<file path="src/rtl/mult_div_unit.sv">
// Iterative signed multiply/divide unit for the multicycle MIPS datapath.
// Operands are converted to magnitudes on acceptance, processed by an
// unsigned shift-add multiplier or restoring divider over WIDTH cycles,
// then sign-corrected and written to the HI/LO registers.
//
// Handshake: a start is accepted only on an edge where the unit is in IDLE
// and busy is low. The unit then holds busy high until the cycle after the
// one-cycle done pulse. Starts seen while busy is high are dropped, not queued.
module mult_div_unit #(
  parameter int WIDTH = 32
) (
  input  logic             clk,
  input  logic             reset,
  input  logic             start_mult,
  input  logic             start_div,
  input  logic [WIDTH-1:0] A,
  input  logic [WIDTH-1:0] B,
  output logic [WIDTH-1:0] HI,
  output logic [WIDTH-1:0] LO,
  output logic             busy,
  output logic             done,
  output logic             div_zero,
  output logic [1:0]       dbg_state
);

  localparam int CNT_W = (WIDTH > 1) ? $clog2(WIDTH) : 1;

  typedef enum logic [1:0] {
    IDLE   = 2'd0,
    CALC   = 2'd1,
    FINISH = 2'd2
  } state_t;

  state_t             state_q, state_d;
  logic               op_div_q, op_div_d;
  logic               sa_q, sa_d;
  logic               sb_q, sb_d;
  logic [WIDTH:0]     ma_q, ma_d;
  logic [WIDTH:0]     mb_q, mb_d;
  // acc_hi: partial product high half (mult) or partial remainder (div).
  // acc_lo: multiplier shifting out (mult) or dividend/quotient (div).
  logic [WIDTH:0]     acc_hi_q, acc_hi_d;
  logic [WIDTH-1:0]   acc_lo_q, acc_lo_d;
  logic [CNT_W-1:0]   cnt_q, cnt_d;
  logic [WIDTH-1:0]   hi_q, hi_d;
  logic [WIDTH-1:0]   lo_q, lo_d;
  logic               busy_q, busy_d;
  logic               done_q, done_d;
  logic               dz_q, dz_d;

  // Magnitudes of the incoming operands; WIDTH+1 bits so -2^(WIDTH-1) fits.
  logic [WIDTH:0]     mag_a, mag_b;
  assign mag_a = A[WIDTH-1] ? -{1'b1, A} : {1'b0, A};
  assign mag_b = B[WIDTH-1] ? -{1'b1, B} : {1'b0, B};

  // One shift-add step: add multiplicand when the current multiplier bit is set.
  logic [WIDTH:0]     mul_sum;
  assign mul_sum = acc_hi_q + (acc_lo_q[0] ? ma_q : '0);

  // One restoring-divide step: shift in next dividend bit and trial-subtract.
  logic [WIDTH:0]     div_shift, div_diff;
  logic               div_ge;
  assign div_shift = {acc_hi_q[WIDTH-1:0], acc_lo_q[WIDTH-1]};
  assign div_diff  = div_shift - mb_q;
  assign div_ge    = (div_shift >= mb_q);

  // Sign-corrected results used in FINISH.
  logic [2*WIDTH-1:0] prod_mag, prod_fix;
  logic [WIDTH-1:0]   quo_fix, rem_fix;
  assign prod_mag = {acc_hi_q[WIDTH-1:0], acc_lo_q};
  assign prod_fix = (sa_q ^ sb_q) ? -prod_mag : prod_mag;
  assign quo_fix  = (sa_q ^ sb_q) ? -acc_lo_q : acc_lo_q;
  assign rem_fix  = sa_q ? -acc_hi_q[WIDTH-1:0] : acc_hi_q[WIDTH-1:0];

  // Next-state and datapath update for the IDLE/CALC/FINISH sequence.
  always_comb begin
    state_d  = state_q;
    op_div_d = op_div_q;
    sa_d     = sa_q;
    sb_d     = sb_q;
    ma_d     = ma_q;
    mb_d     = mb_q;
    acc_hi_d = acc_hi_q;
    acc_lo_d = acc_lo_q;
    cnt_d    = cnt_q;
    hi_d     = hi_q;
    lo_d     = lo_q;
    busy_d   = busy_q;
    done_d   = 1'b0;
    dz_d     = dz_q;
    case (state_q)
      IDLE: begin
        if (busy_q) begin
          // Cycle carrying the done pulse: drop busy, ignore any start.
          busy_d = 1'b0;
        end else if (start_mult || start_div) begin
          op_div_d = ~start_mult;
          sa_d     = A[WIDTH-1];
          sb_d     = B[WIDTH-1];
          ma_d     = mag_a;
          mb_d     = mag_b;
          acc_hi_d = '0;
          acc_lo_d = start_mult ? mag_b[WIDTH-1:0] : mag_a[WIDTH-1:0];
          cnt_d    = '0;
          busy_d   = 1'b1;
          dz_d     = 1'b0;
          state_d  = (!start_mult && (B == '0)) ? FINISH : CALC;
        end
      end
      CALC: begin
        if (op_div_q) begin
          acc_hi_d = div_ge ? div_diff : div_shift;
          acc_lo_d = {acc_lo_q[WIDTH-2:0], div_ge};
        end else begin
          acc_hi_d = {1'b0, mul_sum[WIDTH:1]};
          acc_lo_d = {mul_sum[0], acc_lo_q[WIDTH-1:1]};
        end
        cnt_d = cnt_q + CNT_W'(1);
        if (cnt_q == CNT_W'(WIDTH - 1)) begin
          state_d = FINISH;
        end
      end
      FINISH: begin
        done_d  = 1'b1;
        state_d = IDLE;
        if (op_div_q && (mb_q == '0)) begin
          dz_d = 1'b1;
        end else if (op_div_q) begin
          hi_d = rem_fix;
          lo_d = quo_fix;
        end else begin
          hi_d = prod_fix[2*WIDTH-1:WIDTH];
          lo_d = prod_fix[WIDTH-1:0];
        end
      end
      default: state_d = IDLE;
    endcase
  end

  // State and datapath registers; reset clears everything immediately.
  always_ff @(posedge clk or negedge reset) begin
    if (!reset) begin
      state_q  <= IDLE;
      op_div_q <= 1'b0;
      sa_q     <= 1'b0;
      sb_q     <= 1'b0;
      ma_q     <= '0;
      mb_q     <= '0;
      acc_hi_q <= '0;
      acc_lo_q <= '0;
      cnt_q    <= '0;
      hi_q     <= '0;
      lo_q     <= '0;
      busy_q   <= 1'b0;
      done_q   <= 1'b0;
      dz_q     <= 1'b0;
    end else begin
      state_q  <= state_d;
      op_div_q <= op_div_d;
      sa_q     <= sa_d;
      sb_q     <= sb_d;
      ma_q     <= ma_d;
      mb_q     <= mb_d;
      acc_hi_q <= acc_hi_d;
      acc_lo_q <= acc_lo_d;
      cnt_q    <= cnt_d;
      hi_q     <= hi_d;
      lo_q     <= lo_d;
      busy_q   <= busy_d;
      done_q   <= done_d;
      dz_q     <= dz_d;
    end
  end

  assign HI        = hi_q;
  assign LO        = lo_q;
  assign busy      = busy_q;
  assign done      = done_q;
  assign div_zero  = dz_q;
  assign dbg_state = state_q;

endmodule

</file>
<file path="config.mk">
export PLATFORM = sky130hd
export DESIGN_NAME = mult_div_unit
export DESIGN_NICKNAME = d
export VERILOG_FILES = /design/src/rtl/mult_div_unit.sv
export SDC_FILE = /design/constraint.sdc
export NUM_CORES = 1
export LEC_CHECK = 0
export CELL_PAD_IN_SITES_DETAIL_PLACEMENT = 1
export CELL_PAD_IN_SITES_GLOBAL_PLACEMENT = 1
export CORE_ASPECT_RATIO = 0.5
export CORE_MARGIN = 5
export CORE_UTILIZATION = 44
export CTS_BUF_LIST = sky130_fd_sc_hd__clkbuf_16
export CTS_CLUSTER_SIZE = 16
export DETAILED_ROUTE_END_ITERATION = 10
export DONT_BUFFER_PORTS = 1
export GPL_TIMING_DRIVEN = 1
export PLACE_DENSITY = 0.79
export SLEW_MARGIN = 20
export SYNTH_ARGS = -nofsm -noshare
export SYNTH_HDL_FRONTEND = slang
export SYNTH_SLANG_ARGS = --single-unit
export TNS_END_PERCENT = 10
</file>
<file path="constraint.sdc">
create_clock -name clk -period 3.3 [get_ports clk]
set_input_delay 0.99 -clock clk [delete_from_list [all_inputs] [get_ports clk]]
set_output_delay 0.99 -clock clk [all_outputs]
set_load 0.05 [all_outputs]
</file>
# --- Word level (Yosys, flattened, before mapping) ---
# Cells that the tools add are included.
classes:
  addsub: 8
  multipliers: 0
  n_div: 0
  magnitude_cmp: 1
  n_eq_ne: 7
  shift: 0
  n_mux: 33
  bitwise_logic: 4
  n_reduce_logical: 14
op_table:
  columns: ["operator", "n"]
  rows:
  - ["$mux W32", 8]
  - ["$mux W33", 7]
  - ["$neg A33 Y33", 2]
  - ["$pmux W33 S2", 1]
  - ["$mux W64", 1]
  - ["$neg A32 Y32", 2]
  - ["$neg A64 Y64", 1]
  - ["$pmux W32 S2", 1]
  - ["$add A33 B33 Y33", 1]
  - ["$ge A33 B33 Y1", 1]
  - ["$logic_not A33 Y1", 1]
  - ["$sub A33 B33 Y33", 1]
  - ["$logic_not A32 Y1", 1]
  - ["$mux W5", 2]
  - ["$pmux W5 S2", 1]
  - ["$reduce_and A3 Y1", 3]
  - ["$mux W2", 4]
  - ["$ne A2 B2 Y1 const B", 4]
  - ["$mux W1", 6]
  - ["$add A5 B1 Y5 const B", 1]
  - ["$eq A5 B5 Y1 const B", 1]
  - ["$pmux W2 S2", 1]
  - ["$reduce_and A4 Y1", 1]
  - ["$reduce_bool A2 Y1", 2]
  - ["other kinds (10)", 13]
totals:
  regBits: 208
  latchBits: 0
  mem_bits_rw: 0
  mem_bits_ro: 0
  in_bits: 68
  output_inout_bits: 69
  wordCells: 81
  memories: 0

# --- Depth between registers and ports, before layout ---
depth:
  word_depth: 6
  depth_mapped: 15
  mapped_depth_nobuf: 14

# --- Worst setup path after synthesis ---
# OpenSTA, ideal clock, no wires.
synth_path:
  path_type: "input to register"
  start: "input port A[10]"
  end: "register acc_lo_q[27]"
  arrival_ps: 3786
  required_ps: 3174
  path_slack_ps: -612
  stages: 9
  path_buffers: 0
  path_cell_list: "or4_1 > or3_1 > or3_1 > or3_1 > or2_2 > o41ai_1 > xor2_1 > nor3_1 > o32a_1"
synth_via:
  elab_chain_cells: 6
synth_rtl:
  columns: ["item", "line", "text"]
  rows:
  - ["start, declared", "16", "input logic [WIDTH-1:0] A,"]
  - ["$neg A33 Y33", "53", "assign mag_a = A[WIDTH-1] ? -{1'b1, A} : {1'b0, A};"]
  - ["$mux W33", "53", null]
  - ["$mux W32", "103", "acc_lo_d = start_mult ? mag_b[WIDTH-1:0] : mag_a[WIDTH-1:0];"]
  - ["$mux W32", "96", "end else if (start_mult || start_div) begin"]
  - ["$mux W32", "93", "if (busy_q) begin"]
  - ["$pmux W32 S2", "91", "case (state_q)"]
  - ["end signal, assigned", "165", "acc_lo_q <= acc_lo_d;"]
  - ["end, declared", "43", "logic [WIDTH-1:0] acc_lo_q, acc_lo_d;"]
# Every way passes these cells. The select of a mux whose other input is x is not followed.
# A chain may end at the register's enable or synchronous reset.

# --- Final worst setup path ---
layout_path:
  start: "register acc_hi_q[1]"
  end: "register hi_q[23] (netlist: HI[23])"
layout_via:
  elab_chain_cells: 3
  word_cells_on_any_way: 5
layout_rtl:
  columns: ["item", "line", "text"]
  rows:
  - ["start, declared", "42", "logic [WIDTH:0] acc_hi_q, acc_hi_d;"]
  - ["start signal, assigned", "164", "acc_hi_q <= acc_hi_d;"]
  - ["$neg A64 Y64 or $neg A32 Y32 (tied branches)", "71, 73", null]
  - ["$mux W64 or $mux W32 (tied branches)", "71, 73", null]
  - ["$mux W32 (*)", "128", "end else if (op_div_q) begin"]
  - ["end signal, assigned", "167", "hi_q <= hi_d;"]
  - ["end, declared", "45", "logic [WIDTH-1:0] hi_q, hi_d;"]
# Mark *: on every way between the ends. The rest lies on a longest branch, timed or not.

==> impl_results.md <==
- Status: complete, but fails checks
- Failing checks: setup timing
- I/O pin count: 137
- Die height: 143 um
- WL final: 65.0 mm
- FF-to-FF End: HI[23]
- First-pass GRT wire length: 94.0 mm
- Max-Cap Viols: 0
- Final GP Congestion: 0.959
- Vias after detailed routing: 16.1k
- Clk pin slew, worst setup/hold paths: 70 ps
- Multi-input gate area: 10,200 um2
- Port bufs: 0
- Syn avg cell area: 8.19 um2
- Grt ovf: 0
- Antenna diodes: 0
- LEAKAGE: 8.43 nW
- Worst Tran Pin Value: 1160 ps
- Vias in the first global route: 16.0k
- Worst Clk Skew: 21.6 ps
- Worst EP required: 3740 ps
- Leading area contributor after synthesis: dfrtp_1
- CTS tree: done
- DRC viols: 0
- Placed cell area: 17,400 um2
- Async S/R FF share, synth: 100%
- Worst Hold Class: in -> async
- # setup viols final: 25
- Worst-Skew Late Latency: 570 ps
- CP endpoint kind: flip-flop
- Pwr Total: 25.4 mW
- Sequential share of the synthesized area: 33.6%
- Site Rows: 48
- Syn_nets: 2,033
- CTS Root Cell: clkbuf_16
- Most used flip-flop cell after synthesis: dfrtp_1
- Layout net count: 2,189
- Gr usage total: 30.5%
- Fin area: 19,000 um2
- Top cells by area, synth: dfrtp_1, o21ai_0, nand2_1, xor2_1, ha_1
- Antenna violations before repair: 0
- Mapped Area: 15,500 um2
- Hold Fails Final Rpt: 0
- Die width: 275 um
- Die ar.: 39,300 um2
- Crit path DAT: 4190 ps
- Crit path max fanout: 4
- Met3 Usage GRT: 6.83%
- PwrDens: 1340 nW/um2
- Share of layout cells above drive strength 1: 20.5%
- Met1 usage: 42.5%
- Element type at the critical path start: flip-flop
- Initial Util: 44.8%
- EDFF count, synth: 0
- CP Class: reg -> reg
- Number of DRC markers in iteration 0: 1,649
- Slew headroom: 22.5%
- Cts bufs inserted: 23
- Peak VDD IR: 0.000605 V
- Post-synth cell types: 72
- Final Slew Violations: 0
- Synthesis Warnings: 0
- HPWL after detailed placement: 45.2 mm
- Place WS: -779 ps
- Core region area: 34,600 um2
- Final core utilization: 54.9%
- Area fraction of the dominant cell type after synthesis: 33.6%
- Pin count of the biggest net entering global routing: 209
- GR Layer Usage met2: 48.1%
- R2R setup slack: -440 ps
- Clock Tree Buf Depth: 3
- Mapped Cells: 1,892
- Synthesized flop and latch total: 208
- Count of placed standard cells including taps: 2,479
- Worst r2r src: acc_hi_q[1]
- Register Area: 5210 um2
- DR pass1 iterations: 6
- Layout Area Growth over Synthesis: 22.5%
- Post-route insts no fill: 2,540
- Achievable frequency: 0.267 GHz
- Path depth of the worst reg2reg path: 10
- Min cycle time layout: 3740 ps
- Fill count: 4,113
- RSZ-0062 raised after global routing: true
- Routed wire length per instance: 25.6 um
- Fin crit share: 113%
- GR peak layer: met2
- Fin worst setup slack: -445 ps
- Vias per cell: 6.33
- Htree depth: 1
- Hold_buf cts: 0
- Post-route ant nets: 0
- CTS sink count: 208
==> repair_timing <==
item	CTS	global route
cloned	0	2
setup buffers	5	14
endpoints found under the setup margin	37	61
resized for setup	38	128
pin swaps	15	45
==> placed cells by master (no fill, tap or decap), types with 13 or more instances in the layout <==
master and n:
a21oi_2 13, xor2_1 103, ha_1 55, a21oi_1 122, inv_1 75, buf_4 227, a211oi_1 14, a22oi_1 18
o31ai_1 19, clkbuf_16 25, and2_1 24, mux2i_1 64, a21o_1 22, nor2_1 102, nand3_1 19, o21ai_1 21
o21ai_0 231, nand2_1 262, nor3_1 21, nand4_1 21, xnor2_1 72, dfrtp_1 204, nor4_1 20
==> power by group <==
part | total, mW | switching (mW) | leakage [nW] | internal, mW
Clock | 2.59 | 1.23 | 0.364 | 1.36
Sequential | 6.52 | 2.76 | 2.57 | 3.76
Combinational | 16.3 | 9.51 | 5.50 | 6.75
==> layout make-up <==
class / count / area share [%]
Clock inverter: 19 / 0.673
Inverter: 74 / 1.46
Multi-Input combinational cell: 1496 / 53.8
Clock buffer: 23 / 3.03
Tap cell: 475 / 3.13
Timing Repair Buffer: 245 / 10.5
Sequential cell: 208 / 27.5
==> worst max-delay path, cell delays in order, from the launching register on <==
cell and delay (ps):
dfrtp_1 460, or3_4 400, or4b_4 540, or4_4 440
or3_4 350, or4_4 530, buf_4 150, o21ai_0 200
a221oi_1 150, xnor2_1 280, o21ai_0 110
==> flip-flops by register name (all words and copies together), names as in the netlist <==
name       flops
acc_hi_q      33
ma_q          33
mb_q          33
HI            32
LO            32
acc_lo_q      32
cnt_q          5
dbg_state      2
busy           1
div_zero       1
done           1
op_div_q       1
sa_q           1
sb_q           1
==> how the worst max path moves through the flow <==
stage,from,endpoint,slack [ps],depth (start not counted)
floorplan,B[13],acc_lo_q[30],-490,10
global placement,B[13],acc_lo_q[30],-710,10
detailed placement,B[13],dbg_state[1],-780,9
finish,acc_hi_q[1],HI[23],-440,10
global route,acc_hi_q[1],HI[23],-500,10
CTS,acc_hi_q[1],HI[27],-390,10
==> layer usage <==
| layer | vias up | share of wire [%] |
|---|---|---|
| li1 | 7079 | - |
| met1 | 8049 | 42 |
| met2 | 756 | 45 |
| met3 | 189 | 9.0 |
| met4 | 0 | 3.9 |
| met5 | - | 0 |
==> logic make-up after synthesis <==
group / share of synthesized area (%)
AO/OA/AOI/OAI: 23.2
XOR/XNOR: 10.2
adder cells (fa/ha/maj): 5.99
buffers and inverters: 5.02
flip-flops: 33.6
multiplexers: 4.35
AND/OR/NAND/NOR: 17.7
==> Yosys cell counts (21+ instances only) <==
| cell type | n |
|---|---|
| nor3_1 | 24 |
| o21ai_0 | 253 |
| nor4_1 | 22 |
| a21oi_1 | 136 |
| nand2_1 | 267 |
| o31ai_1 | 28 |
| ha_1 | 71 |
| and2_1 | 34 |
| inv_1 | 73 |
| xnor2_1 | 73 |
| nand4_1 | 21 |
| xor2_1 | 105 |
| a21o_1 | 22 |
| mux2i_1 | 64 |
| nor2_1 | 105 |
| dfrtp_1 | 208 |
| clkbuf_1 | 95 |
==> stage by stage <==
stage / hold slack (ps) / TNS, ps
global route: 113 / -7480
floorplan: 442 / -5390
finish: 126 / -4000
detailed placement: 464 / -19690
CTS: 110 / -2670
global placement: 454 / -14980
Note: power is estimated with default switching activity, not from simulation.
